**src/rtl/spine_switch.sv**
```systemverilog
// Spine-side switch for one leaf group: four input FIFOs, per-output
// round-robin arbitration, and registered egress to the four leaves.
module spine_switch #(
    parameter int         DWIDTH     = 16,
    parameter int         FIFO_DEPTH = 8,
    parameter logic [3:0] GROUP_ID   = 4'b0111
) (
    input  logic                clk,
    input  logic                reset,
    input  logic                arb_enable,
    input  logic [4*DWIDTH-1:0] leaf_in_data,
    input  logic [3:0]          leaf_in_valid,
    input  logic [23:0]         leaf_in_dest_addr,
    output logic [4*DWIDTH-1:0] leaf_out_data,
    output logic [3:0]          leaf_out_valid,
    output logic [23:0]         leaf_out_dest_addr,
    output logic [3:0]          fifo_full,
    output logic [3:0]          fifo_empty,
    output logic [15:0]         drop_count,
    output logic                busy
);
    localparam int AW = $clog2(FIFO_DEPTH);
    // FIFO entry layout: {dest[5:0], data[DWIDTH-1:0]}
    localparam int EW = DWIDTH + 6;

    logic [3:0][EW-1:0] head;     // head entry of each input FIFO
    logic [3:0][3:0]    gnt;      // gnt[output][input]
    logic [3:0]         pop;
    logic [3:0]         push;
    logic [3:0]         drop;
    logic [2:0]         drop_num;
    logic [15:0]        drop_count_q, drop_count_d;

    // Input side: one FIFO per leaf with group filtering and overflow drop
    for (genvar gi = 0; gi < 4; gi++) begin : g_in
        logic [AW:0]   wr_ptr_q, rd_ptr_q;
        logic [EW-1:0] mem [FIFO_DEPTH];
        logic [5:0]    in_dest;

        assign in_dest        = leaf_in_dest_addr[gi*6 +: 6];
        assign fifo_empty[gi] = (wr_ptr_q == rd_ptr_q);
        assign fifo_full[gi]  = (wr_ptr_q[AW] != rd_ptr_q[AW]) &&
                                (wr_ptr_q[AW-1:0] == rd_ptr_q[AW-1:0]);
        assign head[gi]       = mem[rd_ptr_q[AW-1:0]];
        // A full FIFO that is popped this cycle still has room for the push
        assign push[gi] = leaf_in_valid[gi] && (in_dest[5:2] == GROUP_ID) &&
                          (!fifo_full[gi] || pop[gi]);
        assign drop[gi] = leaf_in_valid[gi] && !push[gi];

        // Read/write pointers advance on pop/push
        always_ff @(posedge clk or negedge reset) begin
            if (!reset) begin
                wr_ptr_q <= '0;
                rd_ptr_q <= '0;
            end else begin
                if (push[gi]) wr_ptr_q <= wr_ptr_q + 1'b1;
                if (pop[gi])  rd_ptr_q <= rd_ptr_q + 1'b1;
            end
        end

        // Storage is not reset; the pointers define what is valid
        always_ff @(posedge clk) begin
            if (push[gi]) mem[wr_ptr_q[AW-1:0]] <= {in_dest, leaf_in_data[gi*DWIDTH +: DWIDTH]};
        end
    end

    // Output side: round-robin grant among heads addressing this leaf
    for (genvar gi = 0; gi < 4; gi++) begin : g_out
        logic [1:0]        rr_ptr_q;
        logic [3:0]        gnt_c;
        logic [1:0]        sel;
        logic [1:0]        idx;
        logic              found;
        logic              valid_q;
        logic [DWIDTH-1:0] data_q;
        logic [5:0]        dest_q;

        // Scan inputs starting at the round-robin pointer; first requester wins
        always_comb begin
            gnt_c = '0;
            sel   = '0;
            idx   = '0;
            found = 1'b0;
            for (int k = 0; k < 4; k++) begin
                idx = rr_ptr_q + k[1:0];
                if (!found && arb_enable && !fifo_empty[idx] &&
                    head[idx][DWIDTH+1:DWIDTH] == 2'(gi)) begin
                    gnt_c[idx] = 1'b1;
                    sel        = idx;
                    found      = 1'b1;
                end
            end
        end

        assign gnt[gi] = gnt_c;

        // Register the granted flit and advance the pointer past the winner
        always_ff @(posedge clk or negedge reset) begin
            if (!reset) begin
                rr_ptr_q <= '0;
                valid_q  <= 1'b0;
                data_q   <= '0;
                dest_q   <= '0;
            end else begin
                valid_q <= found;
                if (found) begin
                    rr_ptr_q <= sel + 2'd1;
                    data_q   <= head[sel][DWIDTH-1:0];
                    dest_q   <= head[sel][EW-1:DWIDTH];
                end
            end
        end

        assign leaf_out_valid[gi]                 = valid_q;
        assign leaf_out_data[gi*DWIDTH +: DWIDTH] = data_q;
        assign leaf_out_dest_addr[gi*6 +: 6]      = dest_q;
    end

    // An input is popped when any output granted it (at most one can)
    always_comb begin
        pop = '0;
        for (int j = 0; j < 4; j++) pop = pop | gnt[j];
    end

    // Count flits discarded this cycle and saturate the running total
    always_comb begin
        logic [16:0] sum;
        drop_num = '0;
        for (int i = 0; i < 4; i++) drop_num = drop_num + {2'b00, drop[i]};
        sum          = {1'b0, drop_count_q} + {14'd0, drop_num};
        drop_count_d = sum[16] ? 16'hFFFF : sum[15:0];
    end

    // Drop counter register
    always_ff @(posedge clk or negedge reset) begin
        if (!reset) drop_count_q <= '0;
        else        drop_count_q <= drop_count_d;
    end

    assign drop_count = drop_count_q;
    assign busy       = (~&fifo_empty) | (|leaf_out_valid);

endmodule

```
**config.mk**
```make
export PLATFORM = sky130hd
export DESIGN_NAME = spine_switch
export DESIGN_NICKNAME = d
export VERILOG_FILES = /design/src/rtl/spine_switch.sv
export SDC_FILE = /design/constraint.sdc
export NUM_CORES = 1
export LEC_CHECK = 0
export CORE_MARGIN = 2
export CORE_UTILIZATION = 30
export CTS_CLUSTER_DIAMETER = 120
export DETAILED_ROUTE_END_ITERATION = 7
export SLEW_MARGIN = 20
export SYNTH_ARGS = -nofsm -noshare
export SYNTH_HDL_FRONTEND = slang
export SYNTH_SLANG_ARGS = --single-unit
export TNS_END_PERCENT = 100
```
**constraint.sdc**
```tcl
create_clock -name clk -period 8.9 [get_ports clk]
set_input_delay 0.89 -clock clk [delete_from_list [all_inputs] [get_ports clk]]
set_output_delay 0.89 -clock clk [all_outputs]
set_load 0.02 [all_outputs]
```
==> results.md <==
- Clock buffer count from CTS: 92
- Worst r2r src: g_in[0].rd_ptr_q[2]$_DFFE_PN0P_
- Post-Synth Adder-Cell Area: 1.005%
- Die area: roughly 130000 um^2
- CP endpoint kind: register
- RSZ-0062 raised after global routing: false
- CTS max path bufs: 3
- Clk_lat worst skew: 680 ps
- Drt drc: 0
- Type of origin of the critical path: register
- Crit path cell chain: xnor2_1, nand4_1, inv_1, nor4_1, mux4_2, or2_1, o22ai_1, a211o_1, nor4_4, a21oi_2, nand2b_1, fa_1, inv_1, fa_1, fa_1, and2_0, nand3_1, or3_1, o21ai_0
- Status: completed
- H-tree depth: 3
- FFs w/ async S/R, synth: 17.37%
- Sink Count: between 800 and 900
- Grt peak-use layer: met2
- Fin. max-slew vios: 0
- # IOs: 212
- Post-DP HPWL: 75920 um
- Main synth FF type: edfxtp_1
- Met1 GRT Util: 24.36%
- CP required: 9430 ps
- Clock root buffer master: clkbuf_16
- CTS hold repair buffers: 0
- Final wirelength: about 110000 um
- Synthesized Nets: 2236
- Vias in the first global route: approximately 22000
- Critical path class: register to register
- Post-synth EDFFs: just over 700
- Synth Area in XOR/XNOR: 1.224%
- Vias: 21400
- Slew HR: between 20% and 30%
- Synth Area in Compound Gates: 4.849%
- DR WL/cell: 27.62 um
- Slowest cell on crit path: dfrtp_2
- Most frequent cells in the layout: edfxtp_1, clkdlybuf4s50_1, mux4_2
- CP bufs+invs: 2
- Synth-to-Final Area Change: 19.35%
- Register-to-Register Path Depth: 19
- Crit Path Max Fanout: 28
- Met3 usage: under 10%
- Final clock skew: approximately 50 ps
- Post-synthesis simple-gate area fraction: 4.700%
- Syn Inst Count: roughly 2100
- Post-cts resize count: 0
- Die width: approximately 360 um
- Crit path max-delay family: simple AND/OR/NAND/NOR gates
- Total power: 0.01726 W
- Setup_tns: 0 ps
- Crit-path most repeated cell: fa_1
- Mux share of post-synthesis cell area: 19.28%
- WHS: 58.59 ps
- Most common cell after layout, fill and taps aside: edfxtp_1
- Pwr Density: 389.8 nW/um^2
- Port Buffers: 211
- Grt ovf: 0
- Antenna violations before repair: 6
- Hold WC Path Type: primary input to asynchronous set/reset pin
- Ys Warns: 0
- Worst path setup slack after routing: around 1700 ps
- Final Setup Violations: 0
- Drt via density: 5.271
- CP arrival: 7770 ps
- Final core occ: 35.96%
- Total of max-cap violations: 0
- Synth cell types: 95
- Largest family of logic cells by synthesized area: multiplexers
- LEAKAGE: ~15 nW
- Initial core utilization: 30.13%
- Syn avg cell area: 17.56 um^2
- Worst path max stage delay: 870 ps
- Antenna viol nets, final: 0
- Final hold viol count: 0
- Iteration count of the initial detailed-routing pass: 5
- Fmax: 0.1382 GHz
- Clock slew at reported path FFs: around 60 ps
- Peak supply drop: 0.2616 mV
- # nets final: approximately 2500
- Die Y: roughly 360 um
- # rows: 129
- Dpl ws: approximately 1500 ps
- Fin crit period: 7237 ps
- Part of the Yosys area used for sequential elements: 66.95%
- Synthesized flop and latch total: 852
- Layout cells sized above 1: a little under a quarter
- Routability Congestion: 0.8548
- Slew @ Worst Pin: 1060 ps
- Post-CTS Setup Inserts: 0
- Synthesized area: approximately 37000 um^2
- Met2 Track Usage GR: between 20 and 30%
- Fin crit share: 81.31%
- Worst reg2reg endpoint: drop_count[2]$_DFF_PN0_
- Core Box Area: 123200 um^2
- Iter 0 DRT Violations: between 2000 and 2500
- Global-route wire length before repair: 160500 um
- All-Layer GR Usage: 17.55%
- Reg2reg setup slack: 1660 ps
- Largest net degree at the start of global routing: 67
- CTS tree: built
==> registers in the layout (all words and copies together), names as in the netlist <==
name and cells:
drop_count 16, g_in.mem 704, g_out.data_q 64, g_out.rr_ptr_q 8, g_in.wr_ptr_q 16, g_in.rd_ptr_q 16
g_out.dest_q 24, g_out.valid_q 4
==> cells by family (layout without fill, tap and decap cells) <==
family	after synthesis	after routing
AOI/OAI and AO/OA	231	231
xor gates and xnor gates	51	51
adders and majority gates	28	28
buffers and inverters	160	468
DFF	852	852
muxes	467	467
other	0	3
and+or+nand+nor	324	324
==> synthesized netlist by cell type (19+ instances only) <==
library cell,instances,area [um^2]
a21oi_1,25,125.1
a221oi_1,40,350.3
a31oi_1,24,150.1
buf_1,19,71.32
clkbuf_1,70,262.8
dfrtp_1,148,3704
edfxtp_1,704,21140
ha_1,25,312.8
inv_1,32,120.1
mux2_2,117,1318
mux2i_1,155,1551
mux4_2,182,4099
nand2_1,74,277.8
nand3_1,30,150.1
nand4_1,21,131.4
nor2_1,77,289.0
nor3_1,21,105.1
o221ai_1,24,210.2
o22ai_1,24,150.1
xnor2_1,31,271.5
xor2_1,19,166.4
==> worst max path at each step <==
stage,to,slack (ps),cells past startpoint,from
floorplan,g_in[1].mem[1][0]$_DFFE_PP_,3020,13,g_in[1].rd_ptr_q[0]$_DFFE_PN0P_
global placement,drop_count[10]$_DFF_PN0_,1730,19,g_in[0].rd_ptr_q[2]$_DFFE_PN0P_
detailed placement,drop_count[2]$_DFF_PN0_,1540,19,g_in[0].rd_ptr_q[2]$_DFFE_PN0P_
CTS,drop_count[2]$_DFF_PN0_,1490,19,g_in[0].rd_ptr_q[2]$_DFFE_PN0P_
global route,drop_count[2]$_DFF_PN0_,1050,19,g_in[3].rd_ptr_q[2]$_DFFE_PN0P_
finish,drop_count[2]$_DFF_PN0_,1660,19,g_in[0].rd_ptr_q[2]$_DFFE_PN0P_
==> metal layers <==
metal  vias up  share of wire (%)
met5         -              0.030
met4         6                2.0
met3       134                7.5
met2       747                 47
met1     11420                 43
li1       9098                  -
==> area by class of cell <==
cell class	instances	area, um^2
timing repair buffer	265	2519
clock inverter	45	412.9
fill	11400	78870
tap	1637	2048
inverter	36	135.1
antenna	3	7.507
clock buffer	122	2496
sequential	852	24860
multi-input combinational	1101	11810
==> report_power, final <==
| group | total, W | switching (W) | leakage [nW] | internal, W |
|---|---|---|---|---|
| Clock | 0.00371 | 0.00161 | 1.42 | 0.00210 |
| Sequential | 0.00539 | 0.000682 | 8.08 | 0.00471 |
| Combinational | 0.00816 | 0.00488 | 5.35 | 0.00328 |
==> worst reg2reg max path: stages (launching register included) <==
cell and delay, ps:
dfrtp_2 870, xnor2_1 200, nand4_1 320, inv_1 210, nor4_1 720, mux4_2 480
or2_1 200, o22ai_1 110, a211o_1 290, nor4_4 650, a21oi_2 280, nand2b_1 240
fa_1 590, inv_1 80, fa_1 470, fa_1 410, and2_0 240, nand3_1 170
or3_1 380, o21ai_0 180
==> metrics by stage <==
step	cells	area, um^2
2_1_floorplan	2113	37110
3_3_place_gp	3891	41360
3_5_place_dp	3891	41370
4_1_cts	4058	44280
5_1_grt	4059	44280
6_report	4061	44290
Note: power is estimated with default switching activity, not from simulation.
